$ cat src/rtl/received_frame_generator.sv
// received_frame_generator
// Drives NG_NUM symbol generators through one shared clock-enable and collects
// their quantised messages into N-symbol frames on a valid/ready master port.
// When the output buffer is still occupied at the end of a frame, the FSM parks
// in HOLD with sym_ce low. The generator pipelines freeze rather than flush.
// Optional build macro: RXGEN_FRAME_TAG_EN adds a wrapping frame counter and the
// frame_id output.
module received_frame_generator #(
    parameter int N              = 204,
    parameter int NG_NUM         = 4,
    parameter int NG_SIZE        = N / NG_NUM,
    parameter int QUAN_SIZE      = 4,
    parameter int PIPELINE_DELAY = 24,
    parameter int SIGMA_W        = 16,
    parameter int FRAME_CNT_W    = 16
) (
    input  logic                        sys_clk,
    input  logic                        rst,
    input  logic                        en,
    input  logic [SIGMA_W-1:0]          sigma_in,
    input  logic [NG_NUM*QUAN_SIZE-1:0] sym_in,
    output logic                        sym_ce,
    output logic [SIGMA_W-1:0]          sigma_out,
    output logic [N*QUAN_SIZE-1:0]      m_data,
    output logic                        m_valid,
    input  logic                        m_ready,
    output logic                        busy
`ifdef RXGEN_FRAME_TAG_EN
    ,
    output logic [FRAME_CNT_W-1:0]      frame_id
`endif
);

    localparam int SEG_W  = NG_SIZE * QUAN_SIZE;
    localparam int WARM_W = $clog2(PIPELINE_DELAY + 1);
    localparam int CNT_W  = $clog2(NG_SIZE + 1);

    // Reject parameter sets that cannot split the frame evenly or have no latency.
    if ((N % NG_NUM) != 0 || (NG_SIZE * NG_NUM) != N) begin : g_bad_split
        $error("received_frame_generator: N must be NG_NUM * NG_SIZE");
    end
    if (PIPELINE_DELAY < 1) begin : g_bad_delay
        $error("received_frame_generator: PIPELINE_DELAY must be >= 1");
    end
    if (FRAME_CNT_W < 1) begin : g_bad_cnt_w
        $error("received_frame_generator: FRAME_CNT_W must be >= 1");
    end

    typedef enum logic [1:0] {IDLE, WARMUP, FILL, HOLD} state_t;

    state_t                          state_q, state_d;
    logic [WARM_W-1:0]               warm_cnt_q;
    logic [CNT_W-1:0]                sym_cnt_q;
    logic [NG_NUM-1:0][SEG_W-1:0]    asm_q;
    logic [NG_NUM-1:0][SEG_W-1:0]    asm_shift;
    logic [NG_NUM-1:0][SEG_W-1:0]    load_word;
    logic [N*QUAN_SIZE-1:0]          m_data_q;
    logic                            m_valid_q;
    logic [SIGMA_W-1:0]              sigma_q;
    logic                            buf_free;
    logic                            last_fill;
    logic                            load_fill;
    logic                            load_hold;
    logic                            load;

    // Each segment shifts left and appends its own generator slice, so the first
    // captured symbol ends up at the segment MSBs.
    for (genvar gi = 0; gi < NG_NUM; gi++) begin : g_seg
        if (NG_SIZE == 1) begin : g_single
            assign asm_shift[gi] = sym_in[gi*QUAN_SIZE +: QUAN_SIZE];
        end else begin : g_multi
            assign asm_shift[gi] = {asm_q[gi][SEG_W-QUAN_SIZE-1:0],
                                    sym_in[gi*QUAN_SIZE +: QUAN_SIZE]};
        end
    end

    assign buf_free  = !m_valid_q || m_ready;
    assign last_fill = (state_q == FILL) && (sym_cnt_q == CNT_W'(NG_SIZE - 1));
    assign load_fill = last_fill && buf_free;
    assign load_hold = (state_q == HOLD) && buf_free;
    assign load      = load_fill || load_hold;
    // A load from FILL must include the symbol arriving this cycle.
    assign load_word = load_fill ? asm_shift : asm_q;

    // State register.
    always_ff @(posedge sys_clk or posedge rst) begin
        if (rst) state_q <= IDLE;
        else     state_q <= state_d;
    end

    // Next-state logic. A started frame always completes, whatever en does.
    always_comb begin
        state_d = state_q;
        case (state_q)
            IDLE:    if (en) state_d = WARMUP;
            WARMUP:  if (warm_cnt_q == WARM_W'(PIPELINE_DELAY - 1)) state_d = FILL;
            FILL:    if (last_fill) state_d = buf_free ? (en ? FILL : IDLE) : HOLD;
            HOLD:    if (buf_free) state_d = en ? FILL : IDLE;
            default: state_d = IDLE;
        endcase
    end

    // Outputs decoded from state: generators only advance in WARMUP and FILL.
    always_comb begin
        sym_ce = 1'b0;
        busy   = 1'b0;
        if (state_q == WARMUP || state_q == FILL) sym_ce = 1'b1;
        if (state_q != IDLE)                      busy   = 1'b1;
    end

    // Warm-up and symbol counters; both rest at zero outside their state.
    always_ff @(posedge sys_clk or posedge rst) begin
        if (rst) begin
            warm_cnt_q <= '0;
            sym_cnt_q  <= '0;
        end else begin
            warm_cnt_q <= (state_q == WARMUP) ? warm_cnt_q + WARM_W'(1) : '0;
            if (state_q == FILL && !last_fill) sym_cnt_q <= sym_cnt_q + CNT_W'(1);
            else                               sym_cnt_q <= '0;
        end
    end

    // Assembly registers capture in FILL and hold their value through HOLD.
    always_ff @(posedge sys_clk or posedge rst) begin
        if (rst)                   asm_q <= '0;
        else if (state_q == FILL)  asm_q <= asm_shift;
    end

    // Output buffer: load when free, drop valid on acceptance without a reload.
    always_ff @(posedge sys_clk or posedge rst) begin
        if (rst) begin
            m_data_q  <= '0;
            m_valid_q <= 1'b0;
        end else if (load) begin
            m_data_q  <= load_word;
            m_valid_q <= 1'b1;
        end else if (m_ready) begin
            m_valid_q <= 1'b0;
        end
    end

    // Sigma is latched only when a run starts.
    always_ff @(posedge sys_clk or posedge rst) begin
        if (rst)                       sigma_q <= '0;
        else if (state_q == IDLE && en) sigma_q <= sigma_in;
    end

`ifdef RXGEN_FRAME_TAG_EN
    logic [FRAME_CNT_W-1:0] frame_cnt_q;
    logic [FRAME_CNT_W-1:0] frame_id_q;

    // Tag each loaded frame; the counter survives IDLE and wraps naturally.
    always_ff @(posedge sys_clk or posedge rst) begin
        if (rst) begin
            frame_cnt_q <= '0;
            frame_id_q  <= '0;
        end else if (load) begin
            frame_id_q  <= frame_cnt_q;
            frame_cnt_q <= frame_cnt_q + FRAME_CNT_W'(1);
        end
    end

    assign frame_id = frame_id_q;
`endif

    assign m_data    = m_data_q;
    assign m_valid   = m_valid_q;
    assign sigma_out = sigma_q;

endmodule

$ cat config.mk
export PLATFORM = sky130hd
export DESIGN_NAME = received_frame_generator
export DESIGN_NICKNAME = d
export VERILOG_FILES = /design/src/rtl/received_frame_generator.sv
export SDC_FILE = /design/constraint.sdc
export NUM_CORES = 2
export LEC_CHECK = 0
export ABC_AREA = 1
export BUFFER_PORTS_ARGS = -buffer_cell sky130_fd_sc_hd__buf_2
export CAP_MARGIN = 10
export CORE_ASPECT_RATIO = 0.75
export CORE_MARGIN = 10
export CORE_UTILIZATION = 53
export CTS_BUF_LIST = sky130_fd_sc_hd__clkbuf_8 sky130_fd_sc_hd__clkbuf_16
export DETAILED_ROUTE_END_ITERATION = 12
export GPL_TIMING_DRIVEN = 0
export PLACE_DENSITY = 0.8
export SLEW_MARGIN = 40
export SYNTH_ARGS = -nofsm -noshare
export SYNTH_HDL_FRONTEND = slang
export SYNTH_SLANG_ARGS = --single-unit
$ cat constraint.sdc
create_clock -name sys_clk -period 48.4 [get_ports sys_clk]
set_input_delay 4.84 -clock sys_clk [delete_from_list [all_inputs] [get_ports sys_clk]]
set_output_delay 4.84 -clock sys_clk [all_outputs]
set_load 0.005 [all_outputs]
==> metrics.md <==
| Metric | Value |
|---|---|
| Clock Tree Buf Depth | `3` |
| Overflow after GRT | `0` |
| Synth area leader | `dfrtp_1` |
| Critical path class | `in -> async` |
| CP endpoint kind | `async pin` |
| Pleak | `44.6 nW` |
| Switching power | `1.25 mW` |
| Seq/Total Area, Yosys | `58.3%` |
| Setup TNS Final | `0 ns` |
| Final Non-Filler Cells | `11,900` |
| Slew Viols, Final | `0` |
| Die Ht | `338 µm` |
| Pint | `2.55 mW` |
| Gr usage total | `30.9%` |
| Rel. slew slack | `43.1%` |
| Fillers | `10,800` |
| Unrepaired setup endpoints after global routing | `no` |
| Fin nets | `10,000` |
| Cell with the most instances after synthesis | `nand2_1` |
| CTS Root Cell | `clkbuf_16` |
| Final GP Congestion | `0.916` |
| PostCTS Resize Cnt | `0` |
| Hold buffer count at cts | `0` |
| Share of the synthesized area in the top cell type | `58.3%` |
| Yosys warnings | `0` |
| TritonCTS clock tree | `built` |
| Switching Fraction | `32.9%` |
| Vias per inst | `5.49` |
| Startpoint types | `input port` |
| Synthesized Nets | `8,890` |
| Final core occ | `64.0%` |
| DP Wirelength | `175,000 µm` |
| Clock power frac | `35.3%` |
| Initial antenna violation count | `10` |
| Final hold viol count | `0` |
| Crit Path Max Fanout | `26` |
| Area growth syn-to-layout | `19.7%` |
| Vias in the first global route | `63,200` |
| CORE AREA | `134,000 µm²` |
| Sequential power share | `43.8%` |
| Post-route ant nets | `0` |
| Clk_lat worst skew | `0.82 ns` |
| Top cells by area, synth | `dfrtp_1 (58%), nand2_1 (11%), o21ai_0 (11%)` |
| Share of cells above drive strength 1 | `15.4%` |
| DIE AREA | `150,000 µm²` |
| Worst Path Arrival | `7.72 ns` |
| Drt initial violations | `6,997` |
| Clock slew at reported path FFs | `0.06 ns` |
| Period minus WS final | `6.70 ns` |
| Fraction of registers with async set/reset | `100%` |
| Post-Synthesis Cell Area | `71,400 µm²` |
| Status | `complete, no violations` |
| Total number of vias | `65,100` |
| Final Cycle Share | `13.8%` |
| Avg Inst Size Synth | `8.07 µm²` |
| Final wirelength | `239,000 µm` |
| Final setup viols | `0` |
| Worst Hold Depth | `1` |
| MaxCap Viol Count | `0` |
| Worst Tran Pin Value | `0.854 ns` |
| Post-synthesis register bit count | `1,662` |
| Placed insts | `11,600` |
| Total power | `3.81 mW` |
| Worst Hold Class | `reg -> reg` |
| R2R cell count | `9` |
| PortBufs | `870` |
| Most frequent cells after synthesis | `nand2_1 (2,183), nor2_1 (1,939), dfrtp_1 (1,662), o21ai_0 (1,599), inv_1 (838)` |
| Mapped Cells | `8,846` |
| Per-cell routed wire length | `20.1 µm` |
| Largest net degree at the start of global routing | `30` |
| Number of CTS-inserted buffers | `161` |
| Clock tree sinks | `1,662` |
| Initial Utilization | `53.5%` |
| H-tree depth | `4` |
| Leading register cell type out of synthesis | `dfrtp_1` |
| Layout Skew | `0.0277 ns` |
| Fmax achieved | `149 MHz` |
| Pwr Density | `44.5 nW/µm²` |
| Die width | `444 µm` |
| Post-CTS Setup Repair Bufs | `0` |
| Remaining DRCs | `0` |
| Number of synthesized flops with an enable pin | `0` |
| Row cnt | `116` |
| Comb pwr share | `20.8%` |
| Worst endpoint required time | `49.42 ns` |
| Netlist cell types | `24` |
| Drt pass-1 iters | `8` |
| First-pass GRT wire length | `367,000 µm` |
| Peak supply drop | `0.0386 mV` |
| Boundary Pins | `871` |
## final timing paths
check	startpoint	endpoint	slack, ns
hold / removal	warm_cnt_q[4]	warm_cnt_q[4]	0.47
max in group sys_clk	state_q[1]	busy	41.71
min in group asynchronous	rst	m_data[550]	4.04
setup reg to reg	state_q[0]	asm_q[623]	45.23
hold reg to reg	warm_cnt_q[4]	warm_cnt_q[4]	0.47
setup / recovery	rst	asm_q[423]	41.70
## per-layer routing
metal / global-route usage [%] / wire, µm / share of wire (%)
met1: 39.4 / 92300 / 39
met2: 47.6 / 108000 / 45
met3: 7.43 / 20700 / 8.7
met4: 19.6 / 17500 / 7.3
met5: 0 / 7 / 0.0029
## layout by cell type, fill, tap and decap left out, types with 2 or more instances in the layout
| cell | instances |
|---|---|
| clkinvlp_4 | 7 |
| ha_1 | 8 |
| buf_4 | 31 |
| clkinv_4 | 2 |
| bufinv_16 | 21 |
| o21ai_0 | 1599 |
| nor2_1 | 1939 |
| clkbuf_8 | 39 |
| dfrtp_1 | 1662 |
| buf_12 | 39 |
| mux2_2 | 16 |
| buf_6 | 14 |
| buf_16 | 39 |
| inv_2 | 2 |
| nand3_1 | 7 |
| inv_1 | 866 |
| buf_2 | 1134 |
| o21ai_1 | 36 |
| clkbuf_16 | 164 |
| inv_6 | 5 |
| nand4_1 | 2 |
| buf_1 | 9 |
| nand2_2 | 4 |
| clkbuf_1 | 217 |
| diode_2 | 10 |
| nand2_1 | 2183 |
| clkbuf_2 | 9 |
| clkinv_2 | 20 |
## through the flow
stage	setup WS, ns	cell area (µm²)	hold WS (ns)
2_1_floorplan	20.52	71400	0.429
3_3_place_gp	11.75	78000	0.440
3_5_place_dp	40.82	79800	0.459
4_1_cts	41.64	85400	0.470
5_1_grt	41.45	85500	0.493
6_report	41.70	85500	0.473
## layout make-up
type                       instances  area, µm²  area share (%)
sequential                      1662      41600            48.7
multi-input combinational       5801      24100            28.1
timing repair buffer             950       6230            7.29
clock buffer                     203       4640            5.43
inverter                         840       3160            3.69
buffer                           543       2600            3.04
tap                             1770       2210            2.59
clock inverter                    84        962            1.13
antenna                           10       25.0          0.0293
## power by group through the flow
stage	logic, mW	registers [mW]	clock network, mW
finish	0.793	1.67	1.34
global route	0.877	1.68	1.41
CTS	0.787	1.66	1.35
detailed placement	0.778	1.68	0
global placement	0.738	1.69	0
floorplan	0.434	1.67	0
## critical path: stages
cell        delay, ns
buf_2            0.11
clkinvlp_4       0.32
buf_12           0.24
buf_12           0.21
buf_16           0.19
buf_16           0.18
buf_16           0.18
buf_12           0.20
buf_12           0.21
buf_16           0.19
buf_16           0.17
buf_16           0.17
buf_16           0.18
buf_12           0.20
## kinds of logic (layout without fill, tap and decap cells)
family,count (synthesis),in the layout,share of synthesized area (%)
compound gates,1637,1637,11.5
mux,16,16,0.252
flops,1662,1662,58.3
fa+ha+maj,8,8,0.140
xor+xnor,1,1,0.0123
other cells,0,10,0
buf+inv,1383,2620,8.04
simple gates,4139,4139,21.8
## state kept, by name, indices dropped and copies added (netlist names)
name and count:
state_q 2, m_data 816, m_valid 1, asm_q 816
sym_cnt_q 6, sigma_out 16, warm_cnt_q 5
Power figures use the tool's default switching activity.
